## config.mk

```make
export PLATFORM = sky130hd
export DESIGN_NAME = sram_access_ctrl
export DESIGN_NICKNAME = d
export VERILOG_FILES = /design/src/rtl/sram_access_ctrl.sv
export SDC_FILE = /design/constraint.sdc
export NUM_CORES = 1
export LEC_CHECK = 0
export CAP_MARGIN = 15
export CORE_ASPECT_RATIO = 0.9
export CORE_MARGIN = 4
export CORE_UTILIZATION = 35
export CTS_BUF_LIST = sky130_fd_sc_hd__clkbuf_4
export DETAILED_ROUTE_END_ITERATION = 6
export PLACE_DENSITY = 0.82
export SLEW_MARGIN = 20
export SYNTH_ARGS = -nofsm -noshare
export SYNTH_HDL_FRONTEND = slang
export SYNTH_SLANG_ARGS = --single-unit
```

## constraint.sdc

```tcl
create_clock -name clk -period 2.3 [get_ports clk]
set_clock_uncertainty 0.15 [all_clocks]
set_input_delay 0.345 -clock clk [delete_from_list [all_inputs] [get_ports clk]]
set_output_delay 0.345 -clock clk [all_outputs]
set_load 0.02 [all_outputs]
```

## src/rtl/sram_access_ctrl.sv

```systemverilog
// Sequences 32-bit MEM-stage reads and writes onto a 16-bit SRAM as two half-word phases (LO then HI).
// The SRAM address and data outputs are decoded from the current state and follow addr/wdata directly.
module sram_access_ctrl #(
    parameter int unsigned BASE_ADDR   = 1024,
    parameter int unsigned WAIT_CYCLES = 1
) (
    input  logic        clk,
    input  logic        rst,
    input  logic        MEM_R_en,
    input  logic        MEM_W_en,
    input  logic [31:0] addr,
    input  logic [31:0] wdata,
    output logic [31:0] rdata,
    output logic        ready,
    output logic [17:0] SRAM_ADDR,
    output logic [15:0] SRAM_DQ_out,
    output logic        SRAM_DQ_oe,
    input  logic [15:0] SRAM_DQ_in,
    output logic        SRAM_WE_N
);

    typedef enum logic [1:0] {
        IDLE,
        LO,
        HI,
        DONE
    } state_t;

    localparam logic [3:0] WAIT_LAST = 4'(WAIT_CYCLES);

    state_t      state_q, state_d;
    logic [3:0]  cnt_q, cnt_d;
    logic        op_wr_q, op_wr_d;
    logic [31:0] rdata_q, rdata_d;

    logic        req;
    logic [31:0] eff;
    logic        in_phase;
    logic        unused_eff_bits;

    assign req             = MEM_R_en | MEM_W_en;
    assign eff             = addr - 32'(BASE_ADDR);
    assign unused_eff_bits = ^{eff[31:19], eff[1:0]};
    assign in_phase        = (state_q == LO) || (state_q == HI);

    always_comb begin
        state_d = state_q;
        cnt_d   = cnt_q;
        op_wr_d = op_wr_q;
        rdata_d = rdata_q;
        case (state_q)
            IDLE: begin
                if (req) begin
                    state_d = LO;
                    cnt_d   = '0;
                    op_wr_d = MEM_W_en;
                end
            end
            LO: begin
                if (cnt_q == WAIT_LAST) begin
                    state_d = HI;
                    cnt_d   = '0;
                    if (!op_wr_q) rdata_d[15:0] = SRAM_DQ_in;
                end else begin
                    cnt_d = cnt_q + 4'd1;
                end
            end
            HI: begin
                if (cnt_q == WAIT_LAST) begin
                    state_d = DONE;
                    cnt_d   = '0;
                    if (!op_wr_q) rdata_d[31:16] = SRAM_DQ_in;
                end else begin
                    cnt_d = cnt_q + 4'd1;
                end
            end
            DONE: begin
                state_d = IDLE;
                cnt_d   = '0;
            end
            default: begin
                state_d = IDLE;
                cnt_d   = '0;
            end
        endcase
    end

    always_ff @(posedge clk or negedge rst) begin
        if (!rst) begin
            state_q <= IDLE;
            cnt_q   <= '0;
            op_wr_q <= 1'b0;
            rdata_q <= '0;
        end else begin
            state_q <= state_d;
            cnt_q   <= cnt_d;
            op_wr_q <= op_wr_d;
            rdata_q <= rdata_d;
        end
    end

    // Decoded from state so an async reset drops write strobes without waiting for a clock edge.
    always_comb begin
        ready       = 1'b0;
        SRAM_ADDR   = '0;
        SRAM_DQ_out = '0;
        case (state_q)
            IDLE:    ready = ~req;
            DONE:    ready = 1'b1;
            LO: begin
                SRAM_ADDR = {eff[18:2], 1'b0};
                if (op_wr_q) SRAM_DQ_out = wdata[15:0];
            end
            HI: begin
                SRAM_ADDR = {eff[18:2], 1'b1};
                if (op_wr_q) SRAM_DQ_out = wdata[31:16];
            end
            default: ready = 1'b0;
        endcase
    end

    assign SRAM_DQ_oe = in_phase & op_wr_q;
    assign SRAM_WE_N  = ~(in_phase & op_wr_q);
    assign rdata      = rdata_q;

endmodule

```

### Yosys cells after proc, flatten, opt, wreduce, memory -nomap -nowiden

Cells that the tools add are included.

| word-level totals | value |
|---|---|
| register bits after elaboration | 39 |
| input bits | 84 |
| output and inout port bits | 69 |
| word-level logic and storage cells | 38 |

| cells by class | value |
|---|---|
| reductions and logical operators | 7 |
| bitwise gates (word level) | 5 |
| $add $sub $neg | 2 |
| equal/unequal tests | 7 |
| muxes and demuxes | 12 |

Operators by type and width:

| operator | number |
|---|---|
| case mux 18 bit (2 select lines) | 1 |
| 2-to-1 mux 16 bit | 2 |
| case mux 16 bit (2 select lines) | 1 |
| subtractor 19 x 11 -> 19 bit (second input constant) | 1 |
| case mux 4 bit (3 select lines) | 1 |
| AND reduction 3 bit | 3 |
| 2-to-1 mux 4 bit | 2 |
| case mux 2 bit (4 select lines) | 1 |
| 2-to-1 mux 2 bit | 3 |
| adder 4 x 1 -> 4 bit (second input constant) | 1 |
| equality test 2 bit (second input constant) | 2 |
| equality test 4 x 1 -> 1 bit (second input constant) | 1 |
| inequality test 2 x 1 -> 1 bit (second input constant) | 2 |
| inverter 1 bit | 3 |
| equality test 2 x 1 -> 1 bit (second input constant) | 1 |
| zero test 2 bit | 1 |
| inequality test 2 bit (second input constant) | 1 |
| case mux 1 bit (2 select lines) | 1 |
| AND reduction 2 bit | 1 |
| OR reduction 2 bit | 1 |
| bitwise AND 1 bit | 1 |
| logical OR 1 bit | 1 |
| bitwise OR 1 bit | 1 |

### Depth between registers and ports, before layout

| logic depth | value |
|---|---|
| depth after elaboration | 4 |
| depth in mapped cells | 6 |
| depth with buffers taken out | 5 |

### Worst setup path before layout

Ideal clock, no wire load.

| timing | value |
|---|---|
| kind | register -> output |
| from | reg state_q[0] |
| to | out SRAM_DQ_out[0] |
| cell stages (with the launch flop) | 7 |
| arrival time | 1,818 ps |
| slack | -13 ps |
| path buffers | 2 |
| data required time | 1,805 ps |
| path through | dfrtp_1 -> inv_1 -> ha_1 -> clkbuf_1 -> buf_1 -> a22oi_1 -> nor2_1 |

| between the ends | value |
|---|---|
| cells in the longest elaborated chain, start to end | 2 |
| elaborated cells between the ends (all ways) | 3 |
| classes of those cells | eq/ne: 2; mux: 1 |

RTL lines:

| element | RTL line | text |
|---|---|---|
| start: declaration | 31 | `state_t state_q, state_d;` |
| start signal: assignment | 95 | `state_q <= state_d;` |
| equality test 2 bit or equality test 2 x 1 -> 1 bit (tied branches) | 107 | `case (state_q)` |
| case mux 16 bit (2 select lines) * | 107 |  |
| end: declaration | 16 | `output logic [15:0] SRAM_DQ_out,` |

Mark *: on every way between the ends. The rest lies on a longest branch, timed or not.

### Worst setup path in the final report

| timing | value |
|---|---|
| from | in addr[11] |
| to | out SRAM_ADDR[17] |

| between the ends | value |
|---|---|
| cells in the longest elaborated chain, start to end | 2 |

RTL lines:

| element | RTL line | text |
|---|---|---|
| start: declaration | 11 | `input logic [31:0] addr,` |
| subtractor 19 x 11 -> 19 bit | 42 | `assign eff = addr - 32'(BASE_ADDR);` |
| case mux 18 bit (2 select lines) | 107 |  |
| end: declaration | 15 | `output logic [17:0] SRAM_ADDR,` |

Every way passes these cells.

==> impl_metrics.csv <==
group,metric,value,unit
final_layout,fill_cells,468,
global_route,grt_pass1_vias,2033,
synthesis,syn-num-nets,282,
global_route,antenna_found_initial,0,
synthesis,syn_inst,190,
worst_setup_path,cp-start-kind,"primary input",
routing,drt_iter0_markers,62,
final_layout,nets,446,
placement,io_buffers,137,
routing,wl_per_cell,16.6,um
final_layout,seq_area,976,sq um
worst_setup_path,cp-end-kind,"output pin",
final_layout,layout_common_cells,"clkdlybuf4s50_1, dfrtp_1, mux2_2, buf_4, buf_2",
timing,tightest_slew,854,ps
worst_setup_path,critical_path_required,1800,ps
final_layout,final_common_cell,"clkdlybuf4s50_1",
timing,setup_violations,0,
synthesis,ys_warn_count,0,
cts,h-tree-depth,2,
global_route,track_usage,18.4,%
synthesis,synth_flop_cell,"dfrtp_1",
global_route,grt-ovfl-total,0,
synthesis,synth-async-reset-ratio,100,%
worst_setup_path,critPathMaxFanout,3,
cts,cts_sinks,39,
floorplanning,ios,153,
synthesis,synth_cell_types,33,
synthesis,seq_area_frac_synth,46.8,%
pwr,swShare,43.6,%
pwr,seqPwrFrac,23.4,%
worst_setup_path,rrSetupSlack,320,ps
worst_setup_path,cp.arrival,1790,ps
cts,clk_latency,350,ps
worst_setup_path,worst-setup-path-type,"primary input to output pin",
timing,max_freq,0.437,GHz
flow_run,maxCapViolations,0,
routing,dr.pass1.iters,4,
min_path,hold_class,"flip-flop to flip-flop",
pwr,clkPwrFrac,6.6,%
synthesis,syn_avg_cell_area,11.0,sq um
final_layout,synthToLayoutAreaGrowth,82.9,%
final_layout,drive_gt1_share,39.7,%
pwr,p_per_area,1360,nW/um^2
run_status,status,"complete, no violations",
placement,dpl.hpwl,5.36,mm
floorplanning,die_w,89.3,um
pwr,comb_power_share,70.0,%
global_route,grt_max_degree,40,
cts,root_buffer,"clkbuf_4",
timing,hold_ws,364,ps
timing,slew_headroom,43.0,%
timing,final-hold-violation-count,0,
floorplanning,row_count,26,
routing,antenna_left,0,
timing,final_max_slew_viol_count,0,
final_layout,multi_input_area,1170,sq um
routing,drt_wl_total,7.07,mm
placement,gp_congestion,0.895,
timing,fin_tns_setup,0,ps
synthesis,synth-edff-count,0,
cts,cts_buffer_depth,2,
routing,route.vias.total,2098,
synthesis,syn_area,2080,sq um
synthesis,ys_seq_elements,39,
routing,routed_via_density,4.94,
pwr,switchingPower,0.00226,W
timing,fin_crit_sh,99.4,%
cts,cts_tree,"yes",
floorplanning,start_util,36.4,%
floorplanning,die_y,81.2,um
cts,clkTransAtPathRegs,110,ps
floorplanning,die-area,7250,sq um
routing,remaining_drc_errors,0,
floorplanning,core,5730,sq um
final_layout,insertedDiodeCount,0,
pwr,p_leak,1.69,nW
timing,min_period,2290,ps
pwr,p_int,0.00292,W
pwr,ir_drop,0.786,mV
global_route,grt_first_pass_wirelength,10.4,mm
cts,cts_made_buffers,5,
## cells by family (layout without fill, tap and decap cells)
group / count (synthesis) / count (layout) / synth area share (%)
compound gates: 36 / 36 / 12.0
xor+xnor: 1 / 1 / 0.420
fa+ha+maj: 8 / 8 / 4.80
buf+inv: 16 / 181 / 3.00
flops: 39 / 39 / 46.8
mux: 33 / 33 / 17.8
simple gates: 57 / 57 / 15.1
## path summary, 6_finish.rpt
| kind | end | cells after the start | from |
|---|---|---|---|
| setup / recovery | SRAM_ADDR[17] | 7 | addr[11] |
| max in group asynchronous | rdata[30] | 2 | rst |
| min in group asynchronous | rdata[8] | 2 | rst |
| hold / removal | rdata[30] | 1 | rdata[30] |
| setup reg to reg | rdata[29] | 6 | state_q[1] |
| hold reg to reg | rdata[30] | 1 | rdata[30] |
## worst max-delay path, cell delays in order
cell and delay, ps:
buf_2 120, inv_2 60, ha_4 120, or3b_4 380
or4_4 450, a21oi_4 180, buf_6 130
## layer usage
metal | GRT usage, % | wire [um]
met1 | 22.6 | 2770
met5 | 0 | 0
met3 | 2.43 | 264
met4 | 3.72 | 77
met2 | 34.2 | 3960
## registers in the layout (all words and copies together) (netlist names)
name / flops
rdata: 32
cnt_q: 4
state_q: 2
op_wr_q: 1
## stage by stage
step                cell area, sq um  worst slack, ps  total power, W  cells  util [%]
floorplan                       2100            -12.6         0.00297    190         -
finish                          3810             13.2         0.00518    425      66.5
global route                    3810            -32.4         0.00549    425      66.5
global placement                3710             -803         0.00470    412      64.8
detailed placement              3710             -820         0.00478    412      64.8
CTS                             3800            -83.9         0.00506    422      66.3
## Yosys cell counts, drive strengths merged (3+ instances only)
cell	instances	area share, %
o21ai	4	0.96
dfrtp	39	47
buf	3	0.66
a22oi	17	6.1
and2	9	2.7
nor2	23	4.1
ha	8	4.8
or3	4	1.2
o31ai	3	1.1
clkbuf	6	1.1
a21oi	6	1.4
inv	7	1.3
nand2	8	1.7
mux2	32	17
or4	3	1.3
## power groups by stage
stage	Sequential [W]	Combinational [W]	Clock, W
2_1_floorplan	0.00157	0.00140	0
3_3_place_gp	0.00120	0.00350	0
3_5_place_dp	0.00122	0.00356	0
4_1_cts	0.00121	0.00350	0.000352
5_1_grt	0.00125	0.00386	0.000386
6_report	0.00121	0.00362	0.000340
## cell type report
class	count	share of cell area (%)
Clock buffer	5	0.985
Timing Repair Buffer	166	39.2
Multi-Input combinational cell	135	30.8
Sequential cell	39	25.6
Clock inverter	3	0.394
Inverter	7	0.690
Tap cell	70	2.30
## repair_timing
item / 4_1_cts / 5_1_grt
setup endpoints to repair: 37 / 35
endpoints found under the hold margin: 39 / 0
setup buffers: 1 / 3
hold buffers: 1 / 0
resized for setup: 153 / 48
pin swaps: 7 / 7
No activity file was read; power rests on OpenSTA's default activity.
